<file path="src/rtl/mem_xfer_sequencer_pkg.sv">
// Shared types and width helpers for the memory-transfer sequencer.
package mem_xfer_pkg;

   // Sequencer phases: wait for start, load MemoryA, sweep into MemoryB, report.
   typedef enum logic [1:0] {
      IDLE = 2'd0,
      FILL = 2'd1,
      XFER = 2'd2,
      DONE = 2'd3
   } xfer_state_t;

   localparam int AW_A_DEF = 3;

   // MemoryB holds one result per MemoryA word pair, so it is one address bit narrower.
   function automatic int addr_b_width(input int aw_a);
      return aw_a - 1;
   endfunction

endpackage

</file>
<file path="src/rtl/mem_xfer_sequencer_if.sv">
// Control/handshake bundle between the sequencer and the transfer datapath.
interface mem_xfer_sequencer_if
   import mem_xfer_pkg::*;
#(
   parameter int AW_A = AW_A_DEF
) ();
   localparam int AW_B = addr_b_width(AW_A);

   logic            start;
   logic            abort;
   logic            in_valid;
   logic            in_ready;
   logic            WEA;
   logic            WEB;
   logic [AW_A-1:0] AddrA;
   logic [AW_B-1:0] AddrB;
   logic            busy;
   logic            done;

   // Sequencer side: owns both address buses and write enables.
   modport master (
      input  start, abort, in_valid,
      output in_ready, WEA, WEB, AddrA, AddrB, busy, done
   );

   // Environment side: issues commands and source data valid.
   modport slave (
      output start, abort, in_valid,
      input  in_ready, WEA, WEB, AddrA, AddrB, busy, done
   );
endinterface

</file>
<file path="src/rtl/mem_xfer_sequencer_xfer_addr_counter.sv">
// Up-counter with clear priority that saturates at all-ones; terminal flag marks the last address.
module xfer_addr_counter #(
   parameter int W = 3
) (
   input  logic         clk,
   input  logic         rst_i,
   input  logic         clear_i,
   input  logic         incr_i,
   output logic [W-1:0] count_o,
   output logic         term_o
);
   logic [W-1:0] cnt_q, cnt_d;

   assign term_o  = (cnt_q == {W{1'b1}});
   assign count_o = cnt_q;

   // Next count: clear wins, increment never steps past the terminal value.
   always_comb begin
      cnt_d = cnt_q;
      if (clear_i)
         cnt_d = '0;
      else if (incr_i && !term_o)
         cnt_d = cnt_q + W'(1);
   end

   // Count register with synchronous reset.
   always_ff @(posedge clk) begin
      if (rst_i)
         cnt_q <= '0;
      else
         cnt_q <= cnt_d;
   end
endmodule

</file>
<file path="src/rtl/mem_xfer_sequencer.sv">
// Fill-then-transfer sequencer: loads MemoryA from a valid/ready source, then sweeps
// it so each word pair produces one MemoryB write.
module mem_xfer_sequencer
   import mem_xfer_pkg::*;
#(
   parameter int AW_A = AW_A_DEF
) (
   input  logic clk,
   input  logic Reset,
   mem_xfer_sequencer_if.master bus
);
   xfer_state_t     state_q, state_d;
   logic            cnt_clr, cnt_inc, cnt_term;
   logic [AW_A-1:0] addr_a;
   logic            accept;
   logic            kill;

   // Abort and reset both suppress memory writes in the cycle they are seen.
   assign kill   = bus.abort | Reset;
   assign accept = (state_q == FILL) & bus.in_valid;

   xfer_addr_counter #(.W(AW_A)) u_addr_a (
      .clk     (clk),
      .rst_i   (Reset),
      .clear_i (cnt_clr),
      .incr_i  (cnt_inc),
      .count_o (addr_a),
      .term_o  (cnt_term)
   );

   // State register.
   always_ff @(posedge clk) begin
      if (Reset)
         state_q <= IDLE;
      else
         state_q <= state_d;
   end

   // Next state and counter control; abort overrides every transition.
   always_comb begin
      state_d = state_q;
      cnt_clr = 1'b0;
      cnt_inc = 1'b0;
      case (state_q)
         IDLE: if (bus.start) state_d = FILL;
         FILL: begin
            if (accept) begin
               if (cnt_term) begin
                  state_d = XFER;
                  cnt_clr = 1'b1;
               end else begin
                  cnt_inc = 1'b1;
               end
            end
         end
         XFER: begin
            if (cnt_term) begin
               state_d = DONE;
               cnt_clr = 1'b1;
            end else begin
               cnt_inc = 1'b1;
            end
         end
         DONE:    state_d = IDLE;
         default: state_d = IDLE;
      endcase
      if (bus.abort) begin
         state_d = IDLE;
         cnt_clr = 1'b1;
      end
   end

   // Outputs decode from state/counter; only WEA follows the source handshake directly.
   // B[k] is written while AddrA = 2k+1, when the delay register holds A[2k].
   assign bus.in_ready = (state_q == FILL);
   assign bus.WEA      = accept & ~kill;
   assign bus.WEB      = (state_q == XFER) & addr_a[0] & ~kill;
   assign bus.AddrA    = addr_a;
   assign bus.AddrB    = addr_a[AW_A-1:1];
   assign bus.busy     = (state_q != IDLE);
   assign bus.done     = (state_q == DONE);
endmodule
</file>
<file path="src/flat_wrapper.sv">
// flat-port wrapper written by rule: the top's interface ports become plain ports
module mem_xfer_sequencer_flat import mem_xfer_pkg::*;
#(
   parameter int AW_A = AW_A_DEF
)
  (clk, Reset, bus_start, bus_abort, bus_in_valid, bus_in_ready, bus_WEA, bus_WEB, bus_AddrA, bus_AddrB, bus_busy, bus_done);
  mem_xfer_sequencer_if #(.AW_A(AW_A)) bus_i ();
  input  logic clk;
  input  logic Reset;
  input wire logic [$bits(bus_i.start)-1:0] bus_start;
  input wire logic [$bits(bus_i.abort)-1:0] bus_abort;
  input wire logic [$bits(bus_i.in_valid)-1:0] bus_in_valid;
  output wire logic [$bits(bus_i.in_ready)-1:0] bus_in_ready;
  output wire logic [$bits(bus_i.WEA)-1:0] bus_WEA;
  output wire logic [$bits(bus_i.WEB)-1:0] bus_WEB;
  output wire logic [$bits(bus_i.AddrA)-1:0] bus_AddrA;
  output wire logic [$bits(bus_i.AddrB)-1:0] bus_AddrB;
  output wire logic [$bits(bus_i.busy)-1:0] bus_busy;
  output wire logic [$bits(bus_i.done)-1:0] bus_done;
  assign bus_i.start = bus_start;
  assign bus_i.abort = bus_abort;
  assign bus_i.in_valid = bus_in_valid;
  assign bus_in_ready = bus_i.in_ready;
  assign bus_WEA = bus_i.WEA;
  assign bus_WEB = bus_i.WEB;
  assign bus_AddrA = bus_i.AddrA;
  assign bus_AddrB = bus_i.AddrB;
  assign bus_busy = bus_i.busy;
  assign bus_done = bus_i.done;
  mem_xfer_sequencer #(.AW_A(AW_A)) u_core (.clk(clk), .Reset(Reset), .bus(bus_i));
endmodule
</file>
<file path="config.mk">
export PLATFORM = sky130hd
export DESIGN_NAME = mem_xfer_sequencer_flat
export DESIGN_NICKNAME = d
export VERILOG_FILES = /design/src/rtl/mem_xfer_sequencer_pkg.sv /design/src/rtl/mem_xfer_sequencer_if.sv /design/src/rtl/mem_xfer_sequencer_xfer_addr_counter.sv /design/src/rtl/mem_xfer_sequencer.sv /design/src/flat_wrapper.sv
export SDC_FILE = /design/constraint.sdc
export NUM_CORES = 1
export LEC_CHECK = 0
export ABC_AREA = 1
export BUFFER_PORTS_ARGS = -buffer_cell sky130_fd_sc_hd__buf_4
export CORE_MARGIN = 2
export CORE_UTILIZATION = 25
export DETAILED_ROUTE_END_ITERATION = 10
export PLACE_DENSITY = 0.53
export SETUP_SLACK_MARGIN = 0.5
export SLEW_MARGIN = 20
export SYNTH_ARGS = -nofsm -noshare
export SYNTH_HDL_FRONTEND = slang
export SYNTH_SLANG_ARGS = --single-unit
</file>
<file path="constraint.sdc">
create_clock -name clk -period 1.4 [get_ports clk]
set_clock_uncertainty 0.05 [all_clocks]
set_input_delay 0.28 -clock clk [delete_from_list [all_inputs] [get_ports clk]]
set_output_delay 0.28 -clock clk [all_outputs]
set_load 0.03 [all_outputs]
</file>
* After elaboration in Yosys (flattened, before gate mapping) *
Index checks and enable logic that the tools add are counted.

storage, ports and cells
  bits in registers = 5
  input bits = 5
  output and inout port bits = 10
  logic and storage cells = 36

cells by class
  add/sub/neg operators = 1
  equality and inequality tests = 8
  multiplexer cells = 12
  bitwise operators = 6
  reduce and logical (&&, ||, !) cells = 7

operators with widths
  cell                                                 count
  2-to-1 mux 2 bit                                     4
  case mux 2 bit (4 select lines)                      1
  2-to-1 mux 1 bit                                     5
  bitwise AND 1 bit                                    4
  equality test 2 bit, second input constant           2
  != test 2 x 1 -> 1 bit, second input constant        2
  != test 2 bit, second input constant                 2
  case mux 1 bit (2 select lines)                      2
  AND reduction 4 bit                                  1
  OR reduction 2 bit                                   2
  adder 3 x 1 -> 3 bit, second input constant          1
  equality test 3 bit, second input constant           1
  equality test 2 x 1 -> 1 bit, second input constant  1
  zero test 2 bit                                      1
  nonzero test 2 bit                                   1
  logical AND 1 bit                                    1
  zero test 1 bit                                      1
  NOT 1 bit                                            1
  bitwise OR 1 bit                                     1

* Longest topological paths before layout *
  depth in word-level cells = 6
  gate-level depth with buffers = 8
  gate-level depth less buffers = 8

* Hierarchy *
Synthesis repeated with hierarchy kept, for this count alone.

second synthesis, totals
  cells, all modules = 65
  area, all modules = 405.4 um^2

modules (own cells, without submodules)
  module              instances  cells each  area each (um^2)  seq. area each (um^2)
  mem_xfer_sequencer  1          42          246.5             40.0
  xfer_addr_counter   1          23          158.9             60.1

* Least setup slack after synthesis *
OpenSTA, ideal clock, no wires.

  path type = reg-to-output
  start = register u_core.state_q[0]
  end = output port bus_WEB
  data arrival time = 1356 ps
  data required time = 1070 ps
  slack = -286 ps
  stages on the path, launching flop included = 5
  buffers on the path = 0
  cells stage by stage = dfxtp_1 -> inv_1 -> ha_1 -> inv_1 -> nor3_1

on the way
  cells in the longest elaborated chain, start to end = 3

ends and longest elaborated chain
  item                             RTL line                  RTL
  start: declaration               mem_xfer_sequencer.sv:12  xfer_state_t state_q, state_d;
  start signal: assignment         mem_xfer_sequencer.sv:36  state_q <= state_d;
  equality test 2 bit              mem_xfer_sequencer.sv:77  assign bus.WEB = (state_q == XFER) & addr_a[0] & ~kill;
  bitwise AND 1 bit (2 in series)  mem_xfer_sequencer.sv:77
  end: declaration                 flat_wrapper.sv:15        output wire logic [$bits(bus_i.WEB)-1:0] bus_WEB;

No other way between the ends.

* Final worst setup path *
  start = register u_core.state_q[1]
  end = output port bus_WEA

on the way
  cells in the longest elaborated chain, start to end = 3

ends and longest elaborated chain
  item                          RTL line                  RTL
  equality test 2 x 1 -> 1 bit  mem_xfer_sequencer.sv:20  assign accept = (state_q == FILL) & bus.in_valid;
  bitwise AND 1 bit             mem_xfer_sequencer.sv:20
  bitwise AND 1 bit             mem_xfer_sequencer.sv:76  assign bus.WEA = accept & ~kill;
  end: declaration              flat_wrapper.sv:14        output wire logic [$bits(bus_i.WEA)-1:0] bus_WEA;

No other way between the ends.

==> run_results.csv <==
group,metric,value,unit
outcome,run_status,"finished with violations",
outcome,failed_checks,"negative setup slack",
die,start_util,27.3,%
die,die-area,2050,sq um
global_route,grt_max_degree,6,
critical_path,critical-path-max-stage-delay,0.36,ns
routing,ant_nets,0,
placement,numPortBuffers,14,
sta,fin_crit_sh,101,%
routing,dr_total_vias,449,
synth,ys_seq_area_share,23.5,%
global_route,grt_pass1_wl,1570,um
critical_path,startpoint_type,"flip-flop",
pwr,ir_drop,0.000503,V
synth,synthMuxAreaShare,0,%
layout,antenna_cells,0,
synth,synth_top_family_by_area,"simple AND/OR/NAND/NOR gates",
global_route,grt_most_used_layer,"met2",
placement,place_hpwl,729,um
pwr,power_leakage,0.000361,uW
synth,yosysWarnings,0,
layout,fin_util,51.7,%
clock_tree,cts_tree,"built",
routing,drc_errors,0,
sta,rsz0062_at_grt,"true",
synth,synth_seq_cells,5,
global_route,grtUsageMet3,2.40,%
placement,gp_congestion,0.719,
critical_path,cp_cell_sequence,"inv_4 -> ha_4 -> nand2_4 -> nor2_4 -> buf_6",
layout,nNetsFinal,99,
clock_tree,clock_sinks,5,
layout,final_cell_mix,"buf_4, buf_6, inv_1, nand2_1, nor2_1",
sta,setup-violations-final,3,
die,ioPinCount,15,
layout,final_common_cell,"buf_4",
critical_path,crit_path_end_kind,"primary output",
routing,drt-pass1-iter-count,4,
die,die_h,45.3,um
job,maxCapViolations,0,
routing,drt_iter0_markers,4,
layout,fillers,146,
min_path,min_path_type,"in2reg",
critical_path,cp_slowest_cell,"dfxtp_4",
global_route,grt_antenna_before_repair,0,
routing,via_per_inst,4.40,
synth,synthAdderAreaFrac,20.6,%
global_route,grt.total_usage,11.0,%
global_route,grt_pass1_vias,382,
synth,yosys.area_share.simple,37.1,%
clock_tree,clock_latency,0.24,ns
pwr,power_density,686,nW/um^2
clock_tree,cts_max_path_buffers,2,
critical_path,worstPathRequired,1.07,ns
sta,setup_slack,-0.0142,ns
global_route,grt_util_met2,15.4,%
critical_path,worstSetupPathType,"reg2out",
sta,period_minus_slack,1.41,ns
clock_tree,cts_made_buffers,3,
die,die_width,45.3,um
synth,synth_xor_xnor_area_share,0,%
clock_tree,clk_pin_slew_worst_paths,0.04,ns
die,core_area,1560,sq um
sta,finalHoldViolations,0,
synth,synthesis.nets,74,
pwr,total_power,552,uW
sta,max_slew_margin,86.9,%
clock_tree,cts_root_buffer,"clkbuf_4",
routing,post_drt_wl_per_cell,10.1,um
sta,timing.fmax,0.707,GHz
sta,tightestPinTransition,0.196,ns
layout,drive_gt1_share,65.1,%
global_route,overflow,0,
layout,seq_area,119,sq um
global_route,grt_use_met1,14.3,%
die,rows,14,
layout,area_delta_synth_final,89.4,%
layout,multi_input_area,385,sq um
synth,synthCells,62,
synth,ys_types,16,
synth,synth_compound_area_share,4.71,%
critical_path,cp.arrival,1.08,ns
critical_path,crit_fanout,3,
placement,place_area,636,sq um
routing,wl,1030,um
sta,finalSetupTns,-0.0207,ns
synth,syn_area,425,sq um
clock_tree,h-tree-depth,1,
synth,syn_area_per_cell,6.86,sq um
layout,finalInstanceArea,806,sq um
sta,finalMaxSlewViolations,0,
==> registers in the layout, summed over array words and instances, names as in the netlist <==
signal / count
u_core.u_addr_a.count_o: 3
u_core.state_q: 2
==> through the flow <==
| stage | instances | worst slack, ns | hold slack [ns] |
|---|---|---|---|
| 2_1_floorplan | 62 | 0.145 | 0.399 |
| 3_3_place_gp | 91 | 0.0969 | 0.445 |
| 3_5_place_dp | 91 | 0.0981 | 0.448 |
| 4_1_cts | 100 | -0.0320 | 0.380 |
| 5_1_grt | 102 | -0.0774 | 0.400 |
| 6_report | 102 | -0.0142 | 0.399 |
==> per-layer routing <==
layer,wire (um),up-vias,share of wire (%)
met5,0,-,0
met4,12,0,1.2
met3,31,2,3.0
met2,531,8,52
met1,453,201,44
li1,-,238,-
==> worst paths after layout <==
check	start	endpoint	slack, ns	depth (start not counted)
max	u_core.state_q[1]	bus_WEA	-0.01	5
min	Reset	u_core.state_q[1]	0.40	5
max reg2reg	u_core.state_q[0]	u_core.state_q[0]	0.05	8
min reg2reg	u_core.u_addr_a.count_o[1]	u_core.u_addr_a.count_o[1]	0.46	2
==> synthesized netlist by cell type <==
cell,count,share of area [%]
nor3_1,1,1.2
nor2_2,1,1.5
nor2_4,1,2.6
nand2_4,1,2.6
nor2_1,10,8.8
inv_1,11,9.7
nand2_2,2,2.9
nand3_2,1,2.4
a21oi_1,3,3.5
ha_1,7,21
o21ai_0,1,1.2
nand3_1,6,7.1
dfxtp_1,5,24
buf_4,2,3.5
nand2_1,9,7.9
inv_2,1,0.88
==> cell families (layout without fill, tap and decap cells) <==
group           Yosys count  count (layout)
simple gates             32              32
buf+inv                  14              38
flops                     5               5
fa+ha+maj                 7               7
compound gates            4               4
==> report_power, final <==
part / switching (uW) / leakage [uW] / internal, uW
sequential: 10.8 / 0.0000444 / 144
clock: 53.8 / 0.0000150 / 107
combinational: 133 / 0.000302 / 104
total: 197 / 0.000361 / 355
==> critical path, delay by kind of cell (launching register included) <==
kind	cells	cell delay [ns]
flip-flops	1	0.36
buffers and inverters	2	0.19
adder cells (fa/ha/maj)	1	0.15
AND/OR/NAND/NOR	2	0.14
==> area by class of cell <==
type | instances | area share [%]
clock buffers | 4 | 3.26
well taps | 16 | 2.48
multi-input cells | 43 | 47.8
flip-flops and latches | 5 | 14.8
inverters | 12 | 6.52
repair buffers | 22 | 25.2
==> what timing repair did <==
item	in CTS	in global routing
hold buffers	0	0
setup buffers	5	2
endpoints found under the setup margin	15	15
gates resized for setup	18	8
pin swaps	7	8
(Power assumes the default switching activity.)
